`config.mk`:
```
export PLATFORM = sky130hd
export DESIGN_NAME = rfid_poll_ctrl_flat
export DESIGN_NICKNAME = d
export VERILOG_FILES = /design/src/rtl/rfid_poll_ctrl_if.sv /design/src/rtl/rfid_poll_ctrl.sv /design/src/flat_wrapper.sv
export SDC_FILE = /design/constraint.sdc
export NUM_CORES = 1
export LEC_CHECK = 0
export ABC_AREA = 1
export CAP_MARGIN = 20
export CORE_ASPECT_RATIO = 0.8
export CORE_MARGIN = 10
export CORE_UTILIZATION = 55
export CTS_CLUSTER_DIAMETER = 100
export DETAILED_ROUTE_END_ITERATION = 12
export PLACE_DENSITY = 0.74
export SYNTH_ARGS = -nofsm -noshare
export SYNTH_HDL_FRONTEND = slang
export SYNTH_SLANG_ARGS = --single-unit
```
`constraint.sdc`:
```
create_clock -name clk -period 2.4 [get_ports clk]
set_clock_uncertainty 0.1 [all_clocks]
set_input_delay 0.72 -clock clk [delete_from_list [all_inputs] [get_ports clk]]
set_output_delay 0.72 -clock clk [all_outputs]
set_load 0.02 [all_outputs]
```
`src/rtl/rfid_poll_ctrl_if.sv`:
```
// rtl/rfid_poll_ctrl_if.sv - UART byte link between the RFID poll sequencer and the UART
//
// Ports (signals):
//   tx_data  [7:0]  command byte toward the UART transmitter
//   tx_valid        tx_data valid, held until tx_ready
//   tx_ready        transmitter accepts on tx_valid & tx_ready
//   rx_byte  [7:0]  byte from the UART receiver
//   rx_valid        one-cycle strobe qualifying rx_byte
// Modports: master = sequencer side, slave = UART side.
interface rfid_poll_ctrl_if;
    logic [7:0] tx_data;
    logic       tx_valid;
    logic       tx_ready;
    logic [7:0] rx_byte;
    logic       rx_valid;

    modport master (
        output tx_data,
        output tx_valid,
        input  tx_ready,
        input  rx_byte,
        input  rx_valid
    );

    modport slave (
        input  tx_data,
        input  tx_valid,
        output tx_ready,
        output rx_byte,
        output rx_valid
    );
endinterface

```
`src/rtl/rfid_poll_ctrl.sv`:
```
// rtl/rfid_poll_ctrl.sv - periodic single-inventory poll and reply parser for the UHF RFID reader
//
// Ports:
//   clk        system clock
//   rst        asynchronous active-low reset
//   en         polling enable, sampled only in IDLE
//   link       UART byte link (master modport): command tx and reply rx
//   tag_id     last good tag byte, held between updates
//   tag_valid  one-cycle pulse when tag_id is updated
//   no_tag     one-cycle pulse when every attempt of a poll failed
//   busy       high in every state except IDLE
module rfid_poll_ctrl #(
    parameter int POLL_CYCLES    = 50_000_000,
    parameter int TIMEOUT_CYCLES = 5_000_000,
    parameter int MAX_RETRY      = 3,
    parameter int MAX_PL         = 32,
    parameter int TAG_IDX        = 16
) (
    input  logic                    clk,
    input  logic                    rst,
    input  logic                    en,
    rfid_poll_ctrl_if.master        link,
    output logic [7:0]              tag_id,
    output logic                    tag_valid,
    output logic                    no_tag,
    output logic                    busy
);

    localparam int PW = (POLL_CYCLES > 1) ? $clog2(POLL_CYCLES) : 1;
    localparam int TW = (TIMEOUT_CYCLES > 1) ? $clog2(TIMEOUT_CYCLES) : 1;
    localparam logic [PW-1:0] POLL_LAST = PW'(POLL_CYCLES - 1);
    localparam logic [TW-1:0] TMO_LAST  = TW'(TIMEOUT_CYCLES - 1);
    localparam logic [3:0]    RETRY_MAX = 4'(MAX_RETRY);
    localparam logic [7:0]    PL_MAX    = 8'(MAX_PL);
    localparam logic [7:0]    TAG_POS   = 8'(TAG_IDX);

    typedef enum logic [1:0] {S_IDLE, S_SEND, S_WAIT} state_t;
    typedef enum logic [2:0] {P_HUNT, P_TYPE, P_CMD, P_PLH, P_PLL, P_PAY, P_CK, P_END} pstate_t;

    state_t        state;
    pstate_t       pstate;
    pstate_t       p_next;
    logic [PW-1:0] poll_cnt;
    logic [TW-1:0] to_cnt;
    logic [3:0]    retry;
    logic [2:0]    sidx;
    logic [7:0]    tx_data;
    logic          tx_valid;
    logic          is_tag;
    logic [7:0]    pl_len;
    logic [7:0]    pay_cnt;
    logic [7:0]    sum;
    logic          ck_ok;
    logic [7:0]    tag_byte;
    logic          mismatch;
    logic          end_hit;
    logic          frame_good;
    logic          attempt_fail;

    assign link.tx_data  = tx_data;
    assign link.tx_valid = tx_valid;

    // Fixed single-inventory command: BB 00 22 00 00 22 7E
    function automatic logic [7:0] cmd_byte(input logic [2:0] idx);
        case (idx)
            3'd0:    cmd_byte = 8'hBB;
            3'd1:    cmd_byte = 8'h00;
            3'd2:    cmd_byte = 8'h22;
            3'd3:    cmd_byte = 8'h00;
            3'd4:    cmd_byte = 8'h00;
            3'd5:    cmd_byte = 8'h22;
            default: cmd_byte = 8'h7E;
        endcase
    endfunction

    // Reply parser next state. A bad checksum is not a framing error: the
    // frame runs to its 7E and is then rejected as a failed attempt.
    always_comb begin
        p_next   = pstate;
        mismatch = 1'b0;
        end_hit  = 1'b0;
        if (link.rx_valid) begin
            case (pstate)
                P_HUNT: if (link.rx_byte == 8'hBB) p_next = P_TYPE;
                P_TYPE: begin
                    if (link.rx_byte == 8'h02 || link.rx_byte == 8'h01) p_next = P_CMD;
                    else mismatch = 1'b1;
                end
                P_CMD: begin
                    if (!is_tag || link.rx_byte == 8'h22) p_next = P_PLH;
                    else mismatch = 1'b1;
                end
                P_PLH: begin
                    if (link.rx_byte == 8'h00) p_next = P_PLL;
                    else mismatch = 1'b1;
                end
                P_PLL: begin
                    if (link.rx_byte <= PL_MAX) p_next = (link.rx_byte == 8'h00) ? P_CK : P_PAY;
                    else mismatch = 1'b1;
                end
                P_PAY: if (pay_cnt == pl_len - 8'd1) p_next = P_CK;
                P_CK:  p_next = P_END;
                P_END: begin
                    if (link.rx_byte == 8'h7E) begin
                        end_hit = 1'b1;
                        p_next  = P_HUNT;
                    end else begin
                        mismatch = 1'b1;
                    end
                end
                default: p_next = P_HUNT;
            endcase
            // A mismatching BB is itself the start of a new frame
            if (mismatch) p_next = (link.rx_byte == 8'hBB) ? P_TYPE : P_HUNT;
        end
    end

    // A frame ending on the timeout cycle decides the attempt, not the timeout
    assign frame_good   = end_hit && is_tag && ck_ok && (pl_len > TAG_POS);
    assign attempt_fail = (end_hit && !frame_good) || (!end_hit && to_cnt == TMO_LAST);

    always_ff @(posedge clk or negedge rst) begin
        if (!rst) begin
            state     <= S_IDLE;
            pstate    <= P_HUNT;
            poll_cnt  <= '0;
            to_cnt    <= '0;
            retry     <= '0;
            sidx      <= '0;
            tx_data   <= 8'h00;
            tx_valid  <= 1'b0;
            is_tag    <= 1'b0;
            pl_len    <= 8'h00;
            pay_cnt   <= 8'h00;
            sum       <= 8'h00;
            ck_ok     <= 1'b0;
            tag_byte  <= 8'h00;
            tag_id    <= 8'h00;
            tag_valid <= 1'b0;
            no_tag    <= 1'b0;
            busy      <= 1'b0;
        end else begin
            tag_valid <= 1'b0;
            no_tag    <= 1'b0;
            case (state)
                S_IDLE: begin
                    // Timer saturates while en is low so the poll fires on the first en=1
                    if (poll_cnt != POLL_LAST) begin
                        poll_cnt <= poll_cnt + 1'b1;
                    end else if (en) begin
                        state    <= S_SEND;
                        retry    <= '0;
                        sidx     <= '0;
                        tx_data  <= cmd_byte(3'd0);
                        tx_valid <= 1'b1;
                        busy     <= 1'b1;
                    end
                end
                S_SEND: begin
                    if (tx_valid && link.tx_ready) begin
                        if (sidx == 3'd6) begin
                            tx_valid <= 1'b0;
                            to_cnt   <= '0;
                            pstate   <= P_HUNT;
                            state    <= S_WAIT;
                        end else begin
                            sidx    <= sidx + 3'd1;
                            tx_data <= cmd_byte(sidx + 3'd1);
                        end
                    end
                end
                S_WAIT: begin
                    pstate <= p_next;
                    to_cnt <= to_cnt + 1'b1;
                    if (link.rx_valid) begin
                        case (pstate)
                            P_TYPE: begin
                                is_tag <= (link.rx_byte == 8'h02);
                                sum    <= link.rx_byte;
                            end
                            P_CMD, P_PLH: sum <= sum + link.rx_byte;
                            P_PLL: begin
                                sum     <= sum + link.rx_byte;
                                pl_len  <= link.rx_byte;
                                pay_cnt <= 8'h00;
                            end
                            P_PAY: begin
                                sum     <= sum + link.rx_byte;
                                pay_cnt <= pay_cnt + 8'd1;
                                if (pay_cnt == TAG_POS) tag_byte <= link.rx_byte;
                            end
                            P_CK: ck_ok <= (link.rx_byte == sum);
                            default: ;
                        endcase
                    end
                    if (frame_good) begin
                        tag_id    <= tag_byte;
                        tag_valid <= 1'b1;
                        busy      <= 1'b0;
                        poll_cnt  <= '0;
                        state     <= S_IDLE;
                    end else if (attempt_fail) begin
                        retry <= retry + 4'd1;
                        if (retry + 4'd1 < RETRY_MAX) begin
                            state    <= S_SEND;
                            sidx     <= '0;
                            tx_data  <= cmd_byte(3'd0);
                            tx_valid <= 1'b1;
                        end else begin
                            no_tag   <= 1'b1;
                            busy     <= 1'b0;
                            poll_cnt <= '0;
                            state    <= S_IDLE;
                        end
                    end
                end
                default: state <= S_IDLE;
            endcase
        end
    end

endmodule
```
`src/flat_wrapper.sv`:
```
// flat-port wrapper written by rule: the top's interface ports become plain ports
module rfid_poll_ctrl_flat 
#(
    parameter int POLL_CYCLES    = 50_000_000,
    parameter int TIMEOUT_CYCLES = 5_000_000,
    parameter int MAX_RETRY      = 3,
    parameter int MAX_PL         = 32,
    parameter int TAG_IDX        = 16
)
  (clk, rst, en, tag_id, tag_valid, no_tag, busy, link_tx_data, link_tx_valid, link_tx_ready, link_rx_byte, link_rx_valid);
  rfid_poll_ctrl_if link_i ();
  input  logic clk;
  input  logic rst;
  input  logic en;
  output logic [7:0] tag_id;
  output logic tag_valid;
  output logic no_tag;
  output logic busy;
  output wire logic [$bits(link_i.tx_data)-1:0] link_tx_data;
  output wire logic [$bits(link_i.tx_valid)-1:0] link_tx_valid;
  input wire logic [$bits(link_i.tx_ready)-1:0] link_tx_ready;
  input wire logic [$bits(link_i.rx_byte)-1:0] link_rx_byte;
  input wire logic [$bits(link_i.rx_valid)-1:0] link_rx_valid;
  assign link_tx_data = link_i.tx_data;
  assign link_tx_valid = link_i.tx_valid;
  assign link_i.tx_ready = link_tx_ready;
  assign link_i.rx_byte = link_rx_byte;
  assign link_i.rx_valid = link_rx_valid;
  rfid_poll_ctrl #(.POLL_CYCLES(POLL_CYCLES), .TIMEOUT_CYCLES(TIMEOUT_CYCLES), .MAX_RETRY(MAX_RETRY), .MAX_PL(MAX_PL), .TAG_IDX(TAG_IDX)) u_core (.clk(clk), .rst(rst), .en(en), .link(link_i), .tag_id(tag_id), .tag_valid(tag_valid), .no_tag(no_tag), .busy(busy));
endmodule
```
==> results of run 1 <==
## worst paths after layout
| kind | start | end | depth (start not counted) | slack [ns] |
|---|---|---|---|---|
| worst max-delay path | link_rx_byte[2] | u_core.poll_cnt[5]$_DFFE_PN0P_ | 12 | 0.08 |
| worst min-delay path | rst | u_core.sum[0]$_DFFE_PN0P_ | 1 | 0.17 |
| worst max register to register | u_core.pl_len[1]$_DFFE_PN0P_ | u_core.pstate[2]$_DFFE_PN0P_ | 13 | 0.27 |
| worst min register to register | u_core.tag_id[3]$_DFFE_PN0P_ | u_core.tag_id[3]$_DFFE_PN0P_ | 2 | 0.37 |
| max in group asynchronous | rst | u_core.pl_len[1]$_DFFE_PN0P_ | 2 | 1.44 |
| min in group clk | u_core.tag_id[3]$_DFFE_PN0P_ | u_core.tag_id[3]$_DFFE_PN0P_ | 2 | 0.37 |
## kinds of logic after synthesis
group | synth area share [%]
DFF | 39.6
and+or+nand+nor | 33.6
xor gates and xnor gates | 4.74
muxes | 0.464
AOI/OAI and AO/OA | 10.6
adders and majority gates | 4.03
buffers and inverters | 7.01
## repair_timing
action,4_1_cts,5_1_grt
endpoints found under the setup margin,12,34
endpoints found under the hold margin,0,0
buffers inserted,0,1
cloned,0,1
resized for setup,2,33
pin swaps,0,2
## cell usage in the layout, fill, tap and decap left out, drive strengths merged, types with 2 or more instances in the layout
cell type,n
clkdlybuf4s50,29
inv,94
dfrtp,111
or2,16
nand4,35
o21ai,74
xor2,30
buf,63
nor3b,2
ha,21
o21a,2
xnor2,8
nor4,10
nand3,73
a31oi,4
nand3b,3
a21oi,29
clkinv,3
nand2,262
mux2,2
bufinv,2
nor2,95
o22ai,11
clkbuf,12
nor3,24
## metrics by stage
step,instance area (µm²),setup TNS [ns],hold WS (ns),util (%)
after floorplan,7020,0,0.324,-
after global placement,7910,-18.52,0.356,64.1
after detailed placement,7910,-21.87,0.359,64.1
after CTS,8240,0,0.172,66.7
after global routing,8370,-0.0454,0.183,67.9
final,8370,0,0.167,67.9
## sequential cells by signal, summed over array words and instances (netlist names)
name and cells:
u_core.sidx 3, u_core.link.tx_data 4, u_core.no_tag 1, u_core.tag_byte 8, u_core.link.tx_valid 1, u_core.pl_len 8
u_core.sum 8, u_core.pay_cnt 8, u_core.poll_cnt 26, u_core.busy 1, u_core.tag_id 8, u_core.retry 4
u_core.to_cnt 23, u_core.state 2, u_core.is_tag 1, u_core.ck_ok 1, u_core.tag_valid 1, u_core.pstate 3
## report_power, final
group	total [mW]	switching [mW]	internal, mW
combinational	0.227	0.135	0.0919
sequential	1.90	0.0189	1.88
clock	1.63	0.686	0.944
total	3.76	0.840	2.92
## final cells by class
type / instances / area [µm²]
flip-flops and latches: 111 / 2780
inverters: 95 / 357
repair buffers: 95 / 851
multi-input cells: 708 / 3850
fillers: 1098 / 3970
clock inverters: 5 / 81.3
well taps: 171 / 214
clock buffers: 11 / 243
## metal layers
layer  share of wire [%]  vias to the layer above  global-route usage [%]
li1                    -                     3260                       -
met1                  50                     3074                    28.6
met2                  43                      198                    28.5
met3                 6.7                       15                    5.26
met4                0.70                        0                    3.56
met5                   0                        -                       0
## worst register-to-register path: cells and delay by family, from the launching register on
kind                     cells  cell delay [ns]
adder cells (fa/ha/maj)      1             0.29
AND/OR/NAND/NOR             10             0.99
buffers and inverters        1             0.12
flip-flops                   1             0.39
AO/OA/AOI/OAI                1             0.18
==> impl_metrics.toml, run 1 <==
[route]
wl_per_cell_um = 14.6
postRouteAntennaNets = 0
drt_iter0_markers = 552
totalWireLength_um = 17500
dr.pass1.iters = 5
drc = 0
via_per_inst = 5.47
vias = 6547

[synthesis]
yosys-top-cells-count = "nand2_1, dfrtp_1, nor2_1"
synth_cell_type_count = 46
yosysMostFrequentCell = "nand2_1"
synth.avg_cell_area_um2 = 7.51
synth_top_cell_area_share_pct = 39.6
synth_area_leaders = "dfrtp_1, nand2_1, nand3_1"
yosys_warnings = 0
ys_ff_latch = 111
syn_nets = 970
synth_flop_cell = "dfrtp_1"
async_flop_share_pct = 100
synth.cell_area_mm2 = 0.00702
synth-edff-count = 0
yosys.area.top_type = "dfrtp_1"
postSynthCellCount = 935
seq_area_frac_synth_pct = 39.6

[placed_design]
dp_cells = 1178
dp_hpwl_um = 12600
port_buffers = 32
pre_cts_slack_ns = -0.441
gp_congestion = 0.967

[floorplan]
fp.dieW_um = 146
core-area_mm2 = 0.0123
die_area_mm2 = 0.0177
die_y_um = 121
core.rowCount = 36
initial_core_util_pct = 56.9
boundaryPins = 33

[global_route]
grt-ovfl-total = 0
grt_pass1_vias = 6002
grt_usage_pct = 19.6
grt_pass1_wl_um = 29100
antenna_found_initial = 0
grt_max_degree = 48

[layout]
diodes = 0
area_growth_pct = 19.3
final_nets = 1055
layout-drive-gt1-share_pct = 17.2
fin_cells = 1196

[sta]
max_slew.worst_pin.slew_ns = 0.479
setup_slack_ns = 0.0786
period_needed_ns = 2.32
finalHoldViolCount = 0
maxSlewViolCount = 0
final-setup-viol-count = 0
fin_crit_sh_pct = 96.7
timing.fmax_mhz = 431
grt_setup_unrepaired = "true"
slew_headroom_pct = 67.8

[power]
power_density_mw_per_mm2 = 449
power_mw = 3.76
vdd_ir_drop_max_v = 0.000394
p_leak_nw = 4.05

[critical_path]
required_ns = 2.55
crit_family = "simple AND/OR/NAND/NOR gates"
critPathLaunchType = "input pin"
cpMaxStageDelayCell = "clkdlybuf4s50_1"
path_cells = "clkdlybuf4s50_1 > nand2_1 > nor3_2 > nand2_1 > nor2_4 > a31o_2 > nand2_1 > nand2_2 > nand2_2 > clkbuf_16 > nand2_2 > o21ai_2"
arrival_ns = 2.47
end_kind = "flop"
path_max_fanout = 23
path_buf_inv = 2
worstSetupPathType = "input pin to flop"
critPathMaxStageDelay_ns = 0.49

[clocking]
cts_sinks = 111
cts_tree = "yes"
h-tree-depth = 3
cts_inserted_buffers = 9
clk_latency_ns = 0.36
ctsHoldBuffers = 0
clkTransAtPathRegs_ns = 0.07
clk_path_buf_depth = 2
root_buffer = "clkbuf_16"

[run_status]
outcome = "finished clean"

[hold_path]
hold_class = "input pin to async pin"

[flow_run]
cap_viol_max_count = 0
(Power assumes the default switching activity.)
==> run 2: changes to the inputs <==
--- a/config.mk
+++ b/config.mk
@@ -6,6 +6,7 @@
 export NUM_CORES = 1
 export LEC_CHECK = 0
 export ABC_AREA = 1
+export ABC_CLOCK_PERIOD_IN_PS = 2400
 export CAP_MARGIN = 20
 export CORE_ASPECT_RATIO = 0.8
 export CORE_MARGIN = 10
==> results of run 2 <==
No change in the layout: final DEF, timing and power equal those of run 1.
